==> config.mk <==
export PLATFORM = sky130hd
export DESIGN_NAME = dac_sync_monitor
export DESIGN_NICKNAME = d
export VERILOG_FILES = /design/src/rtl/dac_sync_mon_pkg.sv /design/src/rtl/dac_sync_lane.sv /design/src/rtl/dac_sync_monitor.sv
export SDC_FILE = /design/constraint.sdc
export NUM_CORES = 1
export LEC_CHECK = 0
export ABC_CLOCK_PERIOD_IN_PS = 5900
export BUFFER_PORTS_ARGS = -buffer_cell sky130_fd_sc_hd__buf_4
export CORE_MARGIN = 5
export CORE_UTILIZATION = 60
export CTS_CLUSTER_DIAMETER = 60
export DETAILED_ROUTE_END_ITERATION = 10
export PLACE_DENSITY = 0.79
export SYNTH_ARGS = -nofsm -noshare
export SYNTH_HDL_FRONTEND = slang
export SYNTH_SLANG_ARGS = --single-unit
export TNS_END_PERCENT = 5
==> constraint.sdc <==
create_clock -name clk_50m_bufg -period 5.9 [get_ports clk_50m_bufg]
set_input_delay 0.59 -clock clk_50m_bufg [delete_from_list [all_inputs] [get_ports clk_50m_bufg]]
set_output_delay 0.59 -clock clk_50m_bufg [all_outputs]
set_load 0.02 [all_outputs]
==> src/rtl/dac_sync_mon_pkg.sv <==
// Shared types and constants for the DAC SYNC~ monitor.
// Optional build macro DAC_SYNC_FILTER_EN (see dac_sync_lane) is not referenced here.
package dac_sync_mon_pkg;

    typedef enum logic [1:0] {
        IDLE      = 2'd0,
        WAIT_LOCK = 2'd1,
        LOCKED    = 2'd2,
        LOST      = 2'd3
    } lane_state_t;

    localparam int unsigned      CNT_W   = 8;
    localparam logic [CNT_W-1:0] CNT_SAT = 8'd255;

    localparam int unsigned LOCK_CYCLES_DEF    = 16;
    localparam int unsigned TIMEOUT_CYCLES_DEF = 1_000_000;
    localparam int unsigned FILTER_LEN_DEF     = 4;

endpackage

==> src/rtl/dac_sync_lane.sv <==
// One SYNC~ lane: input synchronizer, lock FSM, lock/timeout counters and saturating loss count.
// Build macro DAC_SYNC_FILTER_EN requires FILTER_LEN consecutive low samples before a loss.
module dac_sync_lane
    import dac_sync_mon_pkg::*;
#(
    parameter int unsigned LOCK_CYCLES    = LOCK_CYCLES_DEF,
    parameter int unsigned TIMEOUT_CYCLES = TIMEOUT_CYCLES_DEF,
    parameter int unsigned FILTER_LEN     = FILTER_LEN_DEF
) (
    input  logic             clk_50m_bufg,
    input  logic             rst_glb,
    input  logic             sync_raw,
    input  logic             rdy_s,
    input  logic             clr,
    output logic [CNT_W-1:0] cnt,
    output logic             link_up,
    output logic             lose_pulse,
    output logic             lock_timeout
);

    localparam int unsigned LW = $clog2(LOCK_CYCLES + 1);
    localparam int unsigned TW = $clog2(TIMEOUT_CYCLES + 1);

    logic          sync_meta;
    logic          sync_s;
    lane_state_t   state;
    lane_state_t   next_state;
    logic [LW-1:0] lock_cnt;
    logic [TW-1:0] to_cnt;
    logic          to_hit;
    logic          loss;

    always_ff @(posedge clk_50m_bufg or posedge rst_glb) begin
        if (rst_glb) begin
            sync_meta <= 1'b0;
            sync_s    <= 1'b0;
        end else begin
            sync_meta <= sync_raw;
            sync_s    <= sync_meta;
        end
    end

`ifdef DAC_SYNC_FILTER_EN
    localparam int unsigned FW = $clog2(FILTER_LEN + 1);
    logic [FW-1:0] low_run;

    // Run length of low samples seen while LOCKED; any high sample restarts it.
    always_ff @(posedge clk_50m_bufg or posedge rst_glb) begin
        if (rst_glb) begin
            low_run <= '0;
        end else if (state == LOCKED && !sync_s) begin
            low_run <= low_run + 1'b1;
        end else begin
            low_run <= '0;
        end
    end

    assign loss = !sync_s && (low_run == FW'(FILTER_LEN - 1));
`else
    logic filter_len_unused;
    assign filter_len_unused = ^FILTER_LEN;
    assign loss = !sync_s;
`endif

    always_ff @(posedge clk_50m_bufg or posedge rst_glb) begin
        if (rst_glb) begin
            state <= IDLE;
        end else begin
            state <= next_state;
        end
    end

    always_comb begin
        next_state = state;
        if (!rdy_s) begin
            next_state = IDLE;
        end else begin
            case (state)
                IDLE:      next_state = WAIT_LOCK;
                WAIT_LOCK: if (sync_s && lock_cnt == LW'(LOCK_CYCLES - 1)) next_state = LOCKED;
                LOCKED:    if (loss) next_state = LOST;
                LOST:      next_state = WAIT_LOCK;
                default:   next_state = IDLE;
            endcase
        end
    end

    always_comb begin
        link_up    = (state == LOCKED);
        lose_pulse = (state == LOST);
    end

    assign to_hit = (to_cnt == TW'(TIMEOUT_CYCLES - 1));

    always_ff @(posedge clk_50m_bufg or posedge rst_glb) begin
        if (rst_glb) begin
            lock_cnt <= '0;
            to_cnt   <= '0;
        end else if (state == WAIT_LOCK) begin
            lock_cnt <= sync_s ? lock_cnt + 1'b1 : '0;
            to_cnt   <= to_hit ? '0 : to_cnt + 1'b1;
        end else begin
            lock_cnt <= '0;
            to_cnt   <= '0;
        end
    end

    // Clear outranks both the sticky set and the increment; rdy_s low freezes both.
    always_ff @(posedge clk_50m_bufg or posedge rst_glb) begin
        if (rst_glb) begin
            lock_timeout <= 1'b0;
            cnt          <= '0;
        end else if (clr) begin
            lock_timeout <= 1'b0;
            cnt          <= '0;
        end else if (rdy_s) begin
            if (state == WAIT_LOCK && to_hit) begin
                lock_timeout <= 1'b1;
            end
            if (state == LOST && cnt != CNT_SAT) begin
                cnt <= cnt + 1'b1;
            end
        end
    end

endmodule

==> src/rtl/dac_sync_monitor.sv <==
// Two-lane JESD204B SYNC~ monitor: adda_ready synchronizer, session-start detect, lane instances.
// Build macro DAC_SYNC_FILTER_EN enables the per-lane low-run loss filter.
module dac_sync_monitor
    import dac_sync_mon_pkg::*;
#(
    parameter int unsigned LOCK_CYCLES    = LOCK_CYCLES_DEF,
    parameter int unsigned TIMEOUT_CYCLES = TIMEOUT_CYCLES_DEF,
    parameter int unsigned FILTER_LEN     = FILTER_LEN_DEF
) (
    input  logic             clk_50m_bufg,
    input  logic             rst_glb,
    input  logic [1:0]       dac_sync,
    input  logic             adda_ready,
    input  logic             cnt_clr,
    output logic [CNT_W-1:0] dac0_cnt_lose_sync,
    output logic [CNT_W-1:0] dac1_cnt_lose_sync,
    output logic [1:0]       link_up,
    output logic             all_link_up,
    output logic [1:0]       lose_sync_pulse,
    output logic [1:0]       lock_timeout
);

    logic rdy_meta;
    logic rdy_s;
    logic rdy_prev;
    logic clr;

    always_ff @(posedge clk_50m_bufg or posedge rst_glb) begin
        if (rst_glb) begin
            rdy_meta <= 1'b0;
            rdy_s    <= 1'b0;
            rdy_prev <= 1'b0;
        end else begin
            rdy_meta <= adda_ready;
            rdy_s    <= rdy_meta;
            rdy_prev <= rdy_s;
        end
    end

    // A fresh rdy_s rising edge opens a new session, same effect as cnt_clr.
    assign clr = cnt_clr | (rdy_s & ~rdy_prev);

    dac_sync_lane #(
        .LOCK_CYCLES    (LOCK_CYCLES),
        .TIMEOUT_CYCLES (TIMEOUT_CYCLES),
        .FILTER_LEN     (FILTER_LEN)
    ) u_lane0 (
        .clk_50m_bufg (clk_50m_bufg),
        .rst_glb      (rst_glb),
        .sync_raw     (dac_sync[0]),
        .rdy_s        (rdy_s),
        .clr          (clr),
        .cnt          (dac0_cnt_lose_sync),
        .link_up      (link_up[0]),
        .lose_pulse   (lose_sync_pulse[0]),
        .lock_timeout (lock_timeout[0])
    );

    dac_sync_lane #(
        .LOCK_CYCLES    (LOCK_CYCLES),
        .TIMEOUT_CYCLES (TIMEOUT_CYCLES),
        .FILTER_LEN     (FILTER_LEN)
    ) u_lane1 (
        .clk_50m_bufg (clk_50m_bufg),
        .rst_glb      (rst_glb),
        .sync_raw     (dac_sync[1]),
        .rdy_s        (rdy_s),
        .clr          (clr),
        .cnt          (dac1_cnt_lose_sync),
        .link_up      (link_up[1]),
        .lose_pulse   (lose_sync_pulse[1]),
        .lock_timeout (lock_timeout[1])
    );

    assign all_link_up = &link_up;

endmodule

==> impl_results.md <==
* Worst Path Buf+Inv at 0
* Synthesized flop and latch total at a little under 80
* # setup viols final at 0
* Slowest Stage Delay on Critical Path at 620 ps
* Crit path max-delay cell type: o21ai_2
* Yosys top cell area share at 0.500
* CTS Buffer Depth at 2
* Ports at 29
* HPWL after DPL at 4960 um
* Synthesis Warnings at 0
* Setup crit end kind: register
* Ys async rst share at 1.00
* Cells after synthesis at 397
* Post-CTS setup buffer count at 0
* Initial core utilization at 0.620
* Leakage at 1.89 nW
* Slew @ Worst Pin at 972 ps
* N_diodes at 0
* Post-route cell area at 4380 um^2
* First-pass GRT wire length at 13,400 um
* Final clock skew at 8.58 ps
* Post-synth cell types at between 40 and 50
* Filler cells at ~500
* Reg2reg start: u_lane1.to_cnt[0]$_DFF_PP0_
* DP Area at 4180 um^2
* Final Hold Violating Endpoints at 0
* Max Cap Viol at 0
* Clk_lat worst skew at 340 ps
* Delay-heaviest family, CP: simple AND/OR/NAND/NOR gates
* Fin util at 0.685
* Worst slack, placed at around 3500 ps
* Min-delay worst type: in2reg
* R2R setup slack at 3450 ps
* Die area at 8320 um^2
* CTS root buf: clkbuf_8
* DRT Pass-1 Iters at 4
* Largest net degree at the start of global routing at 80
* CORE AREA at roughly 6400 um^2
* CTS tree: done
* ANT nets after route at 0
* RD Place Congestion at 0.881
* Worst setup path start: u_lane1.to_cnt[0]$_DFF_PP0_
* PostCTS Resize Cnt at 0
* Syn Nets at 419
* Minimum clock period at 2450 ps
* Chip Width at 91.2 um
* Via/cell ratio at 5.85
* Max-slew violations at 0
* Inserted Clock Buffers at 9
* Worst Setup Slack, final at 3450 ps
* Routed len/inst at between 10 and 15 um
* Synthesized area at 3960 um^2
* CP Data Arrival Time at 2690 ps
* EDFF count, synth at 0
* Worst reg2reg path endpoint: u_lane1.to_cnt[19]$_DFF_PP0_
* RSZ-0062 raised after global routing: false
* Vias in the first global route at 2,896
* Vias post-DR at 2,943
* Most used DFF post-synth: dfrtp_1
* H-tree Lvls at 3
* Worst-path clk slew at around 80 ps
* R2R depth at 5
* Tot Pwr at 1.22 mW
* Total clock sinks at just under 80
* Total track usage at 0.195
* Crit path max fanout at 20
* Crit path cell chain: ha_1 > nand3_1 > or4_4 > o21ai_2 > o21ba_1
* Fmax at around 0.41 GHz
* Synth-to-Final Area Change at 10.6%
* # rows at 29
* Nets@finish at 444
* Power per standard cell area at 280 nW/um^2
* Initial antenna violation count at 0
* Post-Route WL at 7500 um
* TNS Setup at 0 ps
* CTS Hold Bufs at 0
* VDD IR max at 0.192 mV
* Nature of the critical path startpoint: register
* Seq/Total Area, Yosys at 0.500
* Synth area leader: dfrtp_1
* Gr ovfl total at 0
* Most common cell in the netlist: dfrtp_1
* Setup Crit Path Kind: reg2reg
* Worst Setup EP: u_lane1.to_cnt[19]$_DFF_PP0_
* Critical Path Stages at 5
* Port bufs at 28
* DR DRC count at 0
* DRT iter0 DRCs at 145
* Worst EP required at 6140 ps
* Average cell area after synthesis at 9.97 um^2
* Relative slew slack at 0.352
* Height of the die at ~91 um
* Share of cells above drive strength 1 at 0.129
* Largest cells by area after synthesis: dfrtp_1 50%, xnor2_1 7.1%, nor2_1 5.6%, ha_1 5.1%, nand3_1 2.7%
* Post-synth top cells: 79 x dfrtp_1, 59 x nor2_1, 32 x xnor2_1
* Crit share post-route at 0.415
* Status: complete, no violations
[placed cells by master (no fill, tap or decap), types with 2 or more instances in the layout]
| cell type | count |
|---|---|
| a21oi_1 | 11 |
| nand2_1 | 24 |
| buf_4 | 29 |
| ha_1 | 16 |
| inv_1 | 21 |
| or3_1 | 5 |
| a22oi_1 | 2 |
| xnor2_1 | 32 |
| o31ai_1 | 2 |
| o211a_1 | 4 |
| a211oi_1 | 2 |
| o21ai_0 | 10 |
| mux2i_1 | 3 |
| nand4_1 | 13 |
| or4_1 | 3 |
| xor2_1 | 9 |
| and3_1 | 9 |
| nor4_1 | 11 |
| nor4b_1 | 2 |
| nor2_1 | 59 |
| nor3_1 | 13 |
| and2_1 | 2 |
| dfrtp_1 | 79 |
| or4_4 | 2 |
| and4_1 | 3 |
| o211ai_1 | 3 |
| a31o_2 | 4 |
| clkbuf_8 | 11 |
| o21a_1 | 3 |
| nand3_1 | 21 |
[area by class of cell]
cell class | instances | area (um^2) | area share
clock buffer | 12 | 155 | 0.0355
clock inverter | 3 | 42.5 | 0.00972
inverter | 22 | 82.6 | 0.0189
multi-input combinational | 281 | 1800 | 0.412
sequential | 79 | 1980 | 0.452
tap | 77 | 96.3 | 0.0220
timing repair buffer | 29 | 218 | 0.0498
[worst min-delay path by stage]
stage | slack, ps | to | cells past startpoint | startpoint
floorplan | 330 | rdy_s$_DFF_PP0_ | 0 | rdy_meta$_DFF_PP0_
global placement | 330 | u_lane0.sync_s$_DFF_PP0_ | 0 | u_lane0.sync_meta$_DFF_PP0_
detailed placement | 340 | u_lane1.sync_s$_DFF_PP0_ | 0 | u_lane1.sync_meta$_DFF_PP0_
finish | 350 | u_lane0.sync_meta$_DFF_PP0_ | 1 | dac_sync[0]
CTS | 330 | u_lane0.sync_meta$_DFF_PP0_ | 1 | dac_sync[0]
global route | 340 | rdy_meta$_DFF_PP0_ | 1 | adda_ready
[metrics by stage]
step,instances,hold WS (ps)
finish,503,348
global route,503,336
CTS,503,334
detailed placement,488,343
global placement,488,334
floorplan,397,331
[sequential cells by signal, indices dropped and copies added, names as in the netlist, 2 cells and up]
name,flops
u_lane0.to_cnt,20
u_lane1.to_cnt,20
u_lane0.cnt,8
u_lane1.cnt,8
u_lane0.lock_cnt,5
u_lane1.lock_cnt,5
u_lane0.state,2
u_lane1.state,2
[kinds of logic (layout without fill, tap and decap cells)]
kind of cell    Yosys count  after routing  synth area share
buf+inv                  37             66            0.0446
mux                       3              3           0.00759
simple gates            171            171             0.217
flops                    79             79             0.500
compound gates           50             50            0.0901
xor+xnor                 41             41            0.0907
fa+ha+maj                16             16            0.0506
[layer usage]
metal	global-route usage	part of all wire	vias to the layer above
met5	0	0	-
met4	0.0917	0.021	0
met3	0.0438	0.038	12
met2	0.302	0.47	65
met1	0.261	0.47	1435
li1	-	-	1431
[report_power, final]
group,internal (mW),switching (mW)
logic,0.0729,0.139
registers,0.573,0.0367
clock network,0.216,0.187
[worst register-to-register path: cells and delay by family, from the launching register on]
family                     cells  cell delay [ps]
AOI/OAI and AO/OA              2              850
and+or+nand+nor                2              890
adders and majority gates      1              210
DFF                            1              390
Power figures use the tool's default switching activity.
